$ cat src/rtl/fifo_rd_burst_pkg.sv
// Shared state type and sizing constants for the fifo_rd_burst read-side framer.
package fifo_rd_burst_pkg;

  typedef enum logic [1:0] {
    IDLE  = 2'd0,
    RUN   = 2'd1,
    FLUSH = 2'd2
  } state_t;

  localparam int BUF_DEPTH   = 4;
  localparam int BURST_CNT_W = 16;
  localparam int OCC_W       = $clog2(BUF_DEPTH + 1);

endpackage

$ cat src/rtl/fifo_rd_buf.sv
// Small circular queue that absorbs words arriving one cycle after each FIFO read.
module fifo_rd_buf
  import fifo_rd_burst_pkg::*;
#(
  parameter int DATA_WIDTH = 32
) (
  input  logic                  clk,
  input  logic                  rst_n,
  input  logic                  push,
  input  logic [DATA_WIDTH-1:0] push_data,
  input  logic                  pop,
  output logic [DATA_WIDTH-1:0] head,
  output logic [OCC_W-1:0]      occ
);

  localparam int PTR_W = $clog2(BUF_DEPTH);

  logic [DATA_WIDTH-1:0] mem [BUF_DEPTH];
  logic [PTR_W-1:0]      wr_ptr;
  logic [PTR_W-1:0]      rd_ptr;
  logic                  do_pop;

  assign do_pop = pop && (occ != '0);
  assign head   = mem[rd_ptr];

  // The upstream read issue logic guarantees a push never lands on a full queue.
  always_ff @(posedge clk) begin
    if (!rst_n) begin
      for (int i = 0; i < BUF_DEPTH; i++) begin
        mem[i] <= '0;
      end
      wr_ptr <= '0;
      rd_ptr <= '0;
      occ    <= '0;
    end else begin
      if (push) begin
        mem[wr_ptr] <= push_data;
        wr_ptr      <= wr_ptr + 1'b1;
      end
      if (do_pop) begin
        rd_ptr <= rd_ptr + 1'b1;
      end
      case ({push, do_pop})
        2'b10:   occ <= occ + 1'b1;
        2'b01:   occ <= occ - 1'b1;
        default: occ <= occ;
      endcase
    end
  end

endmodule

$ cat src/rtl/fifo_rd_burst.sv
// Pulls words from a standard-mode FIFO and re-emits them as BURST_LEN-beat bursts.
// Define FIFO_RD_BURST_TIMEOUT_EN to close a stalled partial burst after TIMEOUT idle cycles.
module fifo_rd_burst
  import fifo_rd_burst_pkg::*;
#(
  parameter int DATA_WIDTH = 32,
  parameter int BURST_LEN  = 16,
  parameter int TIMEOUT    = 64
) (
  input  logic                   clk,
  input  logic                   rst_n,
  input  logic                   fifo_empty,
  input  logic [DATA_WIDTH-1:0]  fifo_dout,
  output logic                   fifo_ren,
  output logic [DATA_WIDTH-1:0]  m_data,
  output logic                   m_valid,
  output logic                   m_last,
  input  logic                   m_ready,
  output logic [BURST_CNT_W-1:0] burst_cnt
);

  localparam int              BEAT_W    = $clog2(BURST_LEN);
  localparam logic [BEAT_W-1:0] LAST_BEAT = BEAT_W'(BURST_LEN - 1);

  state_t              state;
  state_t              state_nxt;
  logic                rd_pend;
  logic [OCC_W-1:0]    occ;
  logic [BEAT_W-1:0]   beat_cnt;
  logic                hs;
  logic                in_flush;
  logic                timeout_hit;

  fifo_rd_buf #(
    .DATA_WIDTH(DATA_WIDTH)
  ) u_buf (
    .clk      (clk),
    .rst_n    (rst_n),
    .push     (rd_pend),
    .push_data(fifo_dout),
    .pop      (hs),
    .head     (m_data),
    .occ      (occ)
  );

  assign in_flush = (state == FLUSH);
  assign hs       = m_valid && m_ready;

  // A head word is only shown once we know whether it closes the burst.
  always_comb begin
    fifo_ren = rst_n && !fifo_empty && (state != FLUSH) &&
               ((occ + OCC_W'(rd_pend)) < OCC_W'(BUF_DEPTH));
    m_valid  = (occ != '0) &&
               ((occ >= OCC_W'(2)) || rd_pend || (beat_cnt == LAST_BEAT) || in_flush);
    m_last   = m_valid && ((beat_cnt == LAST_BEAT) || in_flush);
  end

`ifdef FIFO_RD_BURST_TIMEOUT_EN
  localparam int IDLE_W = (TIMEOUT > 1) ? $clog2(TIMEOUT) : 1;

  logic [IDLE_W-1:0] idle_cnt;
  logic              idle_cond;

  assign idle_cond   = (state == RUN) && (occ == OCC_W'(1)) && !rd_pend &&
                       fifo_empty && !m_valid;
  assign timeout_hit = idle_cond && (idle_cnt == IDLE_W'(TIMEOUT - 1));

  always_ff @(posedge clk) begin
    if (!rst_n) begin
      idle_cnt <= '0;
    end else if (idle_cond && !timeout_hit) begin
      idle_cnt <= idle_cnt + 1'b1;
    end else begin
      idle_cnt <= '0;
    end
  end
`else
  localparam int TIMEOUT_UNUSED = TIMEOUT;

  assign timeout_hit = 1'b0;
`endif

  always_comb begin
    state_nxt = state;
    unique case (state)
      IDLE: begin
        if (fifo_ren) state_nxt = RUN;
      end
      RUN: begin
        if (timeout_hit) begin
          state_nxt = FLUSH;
        end else if (hs && m_last && (occ == OCC_W'(1)) && !rd_pend && !fifo_ren) begin
          state_nxt = IDLE;
        end
      end
      FLUSH: begin
        if (hs) state_nxt = IDLE;
      end
      default: state_nxt = IDLE;
    endcase
  end

  always_ff @(posedge clk) begin
    if (!rst_n) begin
      state     <= IDLE;
      rd_pend   <= 1'b0;
      beat_cnt  <= '0;
      burst_cnt <= '0;
    end else begin
      state   <= state_nxt;
      rd_pend <= fifo_ren;
      if (hs) begin
        beat_cnt <= m_last ? '0 : beat_cnt + 1'b1;
        if (m_last) burst_cnt <= burst_cnt + 1'b1;
      end
    end
  end

endmodule

$ cat config.mk
export PLATFORM = sky130hd
export DESIGN_NAME = fifo_rd_burst
export DESIGN_NICKNAME = d
export VERILOG_FILES = /design/src/rtl/fifo_rd_burst_pkg.sv /design/src/rtl/fifo_rd_buf.sv /design/src/rtl/fifo_rd_burst.sv
export SDC_FILE = /design/constraint.sdc
export NUM_CORES = 1
export LEC_CHECK = 0
export ABC_CLOCK_PERIOD_IN_PS = 4700
export CAP_MARGIN = 10
export CORE_MARGIN = 4
export CORE_UTILIZATION = 45
export CTS_CLUSTER_SIZE = 40
export DETAILED_ROUTE_END_ITERATION = 10
export DONT_BUFFER_PORTS = 1
export PLACE_DENSITY = 0.58
export SETUP_SLACK_MARGIN = 0.3
export SLEW_MARGIN = 20
export SYNTH_ARGS = -nofsm -noshare
export SYNTH_HDL_FRONTEND = slang
export SYNTH_SLANG_ARGS = --single-unit
$ cat constraint.sdc
create_clock -name clk -period 4.7 [get_ports clk]
set_clock_uncertainty 0.1 [all_clocks]
set_input_delay 0.235 -clock clk [delete_from_list [all_inputs] [get_ports clk]]
set_output_delay 0.235 -clock clk [all_outputs]
set_load 0.02 [all_outputs]
* Word level (Yosys, flattened, before mapping)
Memories as Yosys holds them, arrays and structs flattened. A register that Yosys moved wholly into a read port is not among the register bits.
Cells that the tools add are included.
** Operators by class
- Add/subtract/negate cells :: 7
- $lt $le $gt $ge :: 2
- Eq/ne operators :: 10
- Muxes and demuxes :: 15
- Reduce and logical (&&, ||, !) cells :: 24
** Operator list (count)
- $mux 32 :: 1
- $reduce_or 32->1 :: 1
- $add 16x1->16 const B :: 1
- $mux 2 :: 6
- $logic_and 1x1->1 :: 11
- $ne 2x2->1 const B :: 4
- $pmux 2 s3 :: 1
- $pmux 3 s2 :: 1
- $mux 1 :: 5
- $add 2x1->2 const B :: 2
- $add 4x1->4 const B :: 1
- $eq 2x1->1 const B :: 2
- $eq 2x2->1 const B :: 2
- $eq 4x4->1 const B :: 1
- $logic_or 1x1->1 :: 4
- $mux 4 :: 1
- $add 3x1->3 :: 1
- $add 3x1->3 const B :: 1
- $eq 3x1->1 const B :: 1
- $ge 3x2->1 const B :: 1
- $logic_not 1->1 :: 3
- $lt 3x3->1 const B :: 1
- $reduce_and 3->1 :: 1
- $reduce_bool 3->1 :: 1
- other kinds (4) :: 4
** Word-level totals
- Flip-flop bits (word level) :: 30
- Bits in writable memories :: 128
- Bits of input ports :: 36
- Word-level logic and storage cells :: 66
- Memories kept :: 1
** Memories
- u_buf.mem :: words 4, bits a word 32, rd ports 1, clocked after Yosys merged registers in 1, write ports 4, RTL line fifo_rd_buf.sv:18 : logic [DATA_WIDTH-1:0] mem [BUF_DEPTH];

* Logic depth before layout (Yosys ltp)
- Depth after elaboration :: 12
- Gate-level depth with buffers :: 10

* Cells and area by module
From an unflattened synthesis, not the netlist that was laid out.
** Second synthesis, totals
- Cells, all modules :: 506
- Area total of the unflattened synthesis :: 6841.6 µm²
** Modules (own cells, without submodules)
- fifo_rd_buf :: instances 1, cells each 387, area each 5801.8 µm², sequential area each 4023.9 µm²
- fifo_rd_burst :: instances 1, cells each 119, area each 1039.7 µm², sequential area each 420.4 µm²

* Worst setup path before layout
No wires, ideal clock.
- Path type :: register to register
- Start point :: reg u_buf.wr_ptr[0]
- End point :: mem u_buf.mem[2][0] (enable)
- Library setup time :: 0.466 ns
- Arrival time :: 2.911 ns
- Required time :: 4.134 ns
- Path slack :: 1.223 ns
- Stages on the path, launching flop included :: 4
- Path buffers :: 1
- Cells stage by stage :: dfxtp_1 -> nand2b_1 -> clkbuf_1 -> o21ai_0
** RTL lines
- start: declaration :: RTL line fifo_rd_buf.sv:19 : logic [PTR_W-1:0] wr_ptr;
- start signal: assignment :: RTL line fifo_rd_buf.sv:38 : wr_ptr <= wr_ptr + 1'b1;
- end: declaration :: RTL line fifo_rd_buf.sv:18

* Worst setup path after layout
- Start point :: reg beat_cnt[0]
- End point :: reg u_buf.occ[2]
** Between the ends
- Longest elaborated chain between the ends :: 8
- Elaborated cells on any way between the ends :: 10
- Classes of those cells :: eq/ne: 3; mux: 1; reduce/logical: 6
** Ends and longest elaborated chain
- start: declaration :: RTL line fifo_rd_burst.sv:29 : logic [BEAT_W-1:0] beat_cnt;
- start signal: assignment :: RTL line fifo_rd_burst.sv:113 : beat_cnt <= m_last ? '0 : beat_cnt + 1'b1;
- $eq 4x4->1 * :: RTL line fifo_rd_burst.sv:54 : ((occ >= OCC_W'(2)) || rd_pend || (beat_cnt == LAST_BEAT) || in_flush);
- $logic_or 1x1->1 * (2 in series) :: RTL line fifo_rd_burst.sv:54
- $logic_and 1x1->1 * :: RTL line fifo_rd_burst.sv:53 : m_valid = (occ != '0) &&
- $logic_and 1x1->1 * :: RTL line fifo_rd_burst.sv:47 : assign hs = m_valid && m_ready;
- $logic_and 1x1->1 * :: RTL line fifo_rd_buf.sv:23 : assign do_pop = pop && (occ != '0);
- $eq 2x1->1 / $eq 2x2->1 (equally long branches) :: RTL line fifo_rd_buf.sv:43 : case ({push, do_pop})
- $pmux 3 s2 / $reduce_bool 2->1 (equally long branches)
- end signal: assignment :: RTL line fifo_rd_buf.sv:44 : 2'b10: occ <= occ + 1'b1;
- end signal: assignment :: RTL line fifo_rd_buf.sv:45 : 2'b01: occ <= occ - 1'b1;
- end: declaration :: RTL line fifo_rd_buf.sv:13 : output logic [OCC_W-1:0] occ
Mark *: on every way between the ends. The rest lies on a longest branch, timed or not.
A chain may end at the register's enable or synchronous reset.

==> qor.txt <==
Design Area, Final: 7930 um^2
CP arrival: 3070 ps
Hold_sp: rst_n
Vias per cell: 5.44
Setup TNS: 0 ps
Cell variety after synth: 37
Final period utilization: 0.599
Clock transition at the registers of the reported paths: 60 ps
DR iter-0 viols: 276
WP data required: 4950 ps
Maximum VDD drop: 0.282 mV
# IOs: 87
Crit-path cells: ha_1 -> and4_1 -> o21ai_1 -> inv_1 -> ha_1 -> inv_1 -> fa_1 -> xor2_1 -> or3_1 -> a21oi_1
Startpoint types: flop
R2R Setup Slk: 1880 ps
Reg2reg end: u_buf.occ[2]
Syn. warnings: 0
Setup CP Type: reg2reg
Die X: 130 um
Filler cells: 1230
WL final: 14200 um
DR pass1 iterations: 4
Routed Antenna Nets: 0
Leakage power: 2.92 nW
Mapped cell area: 6750 um^2
Cells after DPL: 671
Max Root-Sink Buffers: 2
Met3 WL post-DR: 899 um
Port bufs: 0
GRT Resource Usage Total: 0.176
Crit. End Element: flop
Max cap viols: 0
Vias: 4016
Initial antenna violation count: 0
Endpoints failing hold: 0
Worst slew pin tran: 947 ps
Worst reg-to-reg path cell count: 10
Post-DP HPWL: 8360 um
Post-synthesis register bit count: 158
Die H: 130 um
DR WL/cell: 19.3 um
Relative slew slack: 0.369
Initial core utilization: 0.463
Post-synth top cells: 128 x edfxtp_1, 75 x nor2_1, 47 x nand2_1
Grt total ovfl: 0
Layout cells sized above 1: 0.139
Fin cells: 738
Std-Cell Rows: 44
Most numerous cell in the Yosys netlist: edfxtp_1
Root buf cell: clkbuf_16
Hold Crit Class: in2reg
Final Power: 3.32 mW
Final WS setup: 1880 ps
R2r startpoint: beat_cnt[0]
H-tree Lvls: 4
Max incr delay on CP: 520 ps
Largest cells by area after synthesis: edfxtp_1 57%, mux4_2 11%, dfxtp_1 8.9%
Post-synth top flop: edfxtp_1
Final GP Congestion: 0.774
EDFF count, synth: 128
M1 wire length: 5810 um
First-pass GRT wire length: 22200 um
Yosys top cell by area: edfxtp_1
Final Slew Violations: 0
Post-CTS resize count: 0
Die area: 17000 um^2
Largest net degree at the start of global routing: 34
Max layer used: met4
Crit path max fanout: 9
Ant. Diodes: 0
Synth Instances: 509
Metal2 WL: 7310 um
Fin nets: 581
TritonCTS Sinks: 158
# DRC: 0
CP max stage cell: o21ai_1
DP Worst Slack: 1990 ps
Max Fclk: 355 MHz
PD cells: 419 nW/um^2
Post-synth net total: 549
Final setup vio count: 0
Fin crit period: 2820 ps
Post-synthesis sequential area ratio: 0.658
Synth-to-Final Area Change: 17.4%
Hold Path Depth: 1
RSZ-0062 raised after global routing: no
Hold path endpoint: u_buf.mem[2][6]
CTS tree: yes
Post-DP Area: 6960 um^2
Core area: 14600 um^2
TritonCTS Buffers: 17
Yosys top cell area share: 0.569
Skew-Pair Late Insertion Delay: 420 ps
Outcome: complete, no violations
Async set-or-reset flop fraction in the synthesized netlist: 0
Post-CTS Setup Bufs: 0
Vias in the first global route: 4217
Syn Area/Cell: 13.3 um^2
[cell usage in the layout, fill, tap and decap left out, types with 4 or more instances in the layout]
master	Yosys	routed
and2_1	32	32
edfxtp_1	128	128
a21oi_1	15	15
nor2_1	75	74
dlygate4sd3_1	0	34
nand3_1	8	8
or3_1	5	5
xnor2_1	5	5
o21ai_0	9	7
bufinv_16	0	4
nand4_1	4	4
or4_1	10	10
inv_1	43	43
o31ai_1	6	6
buf_4	0	4
dfxtp_1	30	28
xor2_1	4	4
clkbuf_16	0	17
mux4_2	32	32
nand2_1	47	46
[flip-flops by register name, summed over array words and instances, names as in the netlist, named ones only]
register      flops
beat_cnt          4
burst_cnt        16
u_buf.occ         3
u_buf.mem       128
u_buf.wr_ptr      2
rd_pend           1
u_buf.rd_ptr      2
[cells by family (layout without fill, tap and decap cells)]
group,Yosys count,in the layout,share of synthesized area
DFF,158,158,0.658
adders and majority gates,4,4,0.00853
and+or+nand+nor,199,199,0.142
AOI/OAI and AO/OA,36,36,0.0311
buffers and inverters,69,114,0.0391
muxes,34,34,0.110
xor gates and xnor gates,9,9,0.0117
[critical path: cells and delay by family (launching register included)]
family	cells	cell delay (ps)
AO/OA/AOI/OAI	2	670
AND/OR/NAND/NOR	2	550
adder cells (fa/ha/maj)	3	710
XOR/XNOR	1	80
flip-flops	1	340
buffers and inverters	2	310
[power by group]
group          leakage, nW  switching, mW  internal (mW)
Clock                0.290          0.532          0.881
Combinational         1.06          0.192          0.109
Sequential            1.57         0.0268           1.58
Total                 2.92          0.750           2.57
[how the worst max path moves through the flow]
stage / from / endpoint / slack [ps] / cells past startpoint
final: beat_cnt[0] / u_buf.occ[2] / 1880 / 10
after global routing: beat_cnt[0] / u_buf.occ[2] / 1780 / 10
after CTS: beat_cnt[0] / u_buf.occ[2] / 1900 / 10
after detailed placement: beat_cnt[0] / u_buf.occ[2] / 1990 / 10
after global placement: u_buf.wr_ptr[1] / u_buf.mem[2][17] / 2160 / 2
after floorplan: u_buf.wr_ptr[0] / u_buf.mem[2][0] / 1220 / 3
[metrics by stage]
stage / utilization / hold WS [ps]
2_1_floorplan: - / 212
3_3_place_gp: 0.477 / 217
3_5_place_dp: 0.477 / 220
4_1_cts: 0.542 / 105
5_1_grt: 0.543 / 107
6_report: 0.543 / 100
[what timing repair did]
action                                  4_1_cts  5_1_grt
endpoints found under the hold margin       140        0
endpoints found under the setup margin        0        0
hold buffers                                 34        0
[per-layer routing]
layer,GRT usage,vias to the layer above
met5,0,-
met4,0.0629,0
met2,0.302,109
li1,-,1893
met1,0.208,1997
met3,0.0606,17
[cell type report]
class,count,area [um^2],share of cell area
inverter,43,161,0.0204
tap,184,230,0.0290
timing repair buffer,39,398,0.0502
clock inverter,13,170,0.0215
clock buffer,19,433,0.0546
multi-input combinational,282,2090,0.264
sequential,158,4450,0.561
(Power assumes the default switching activity.)
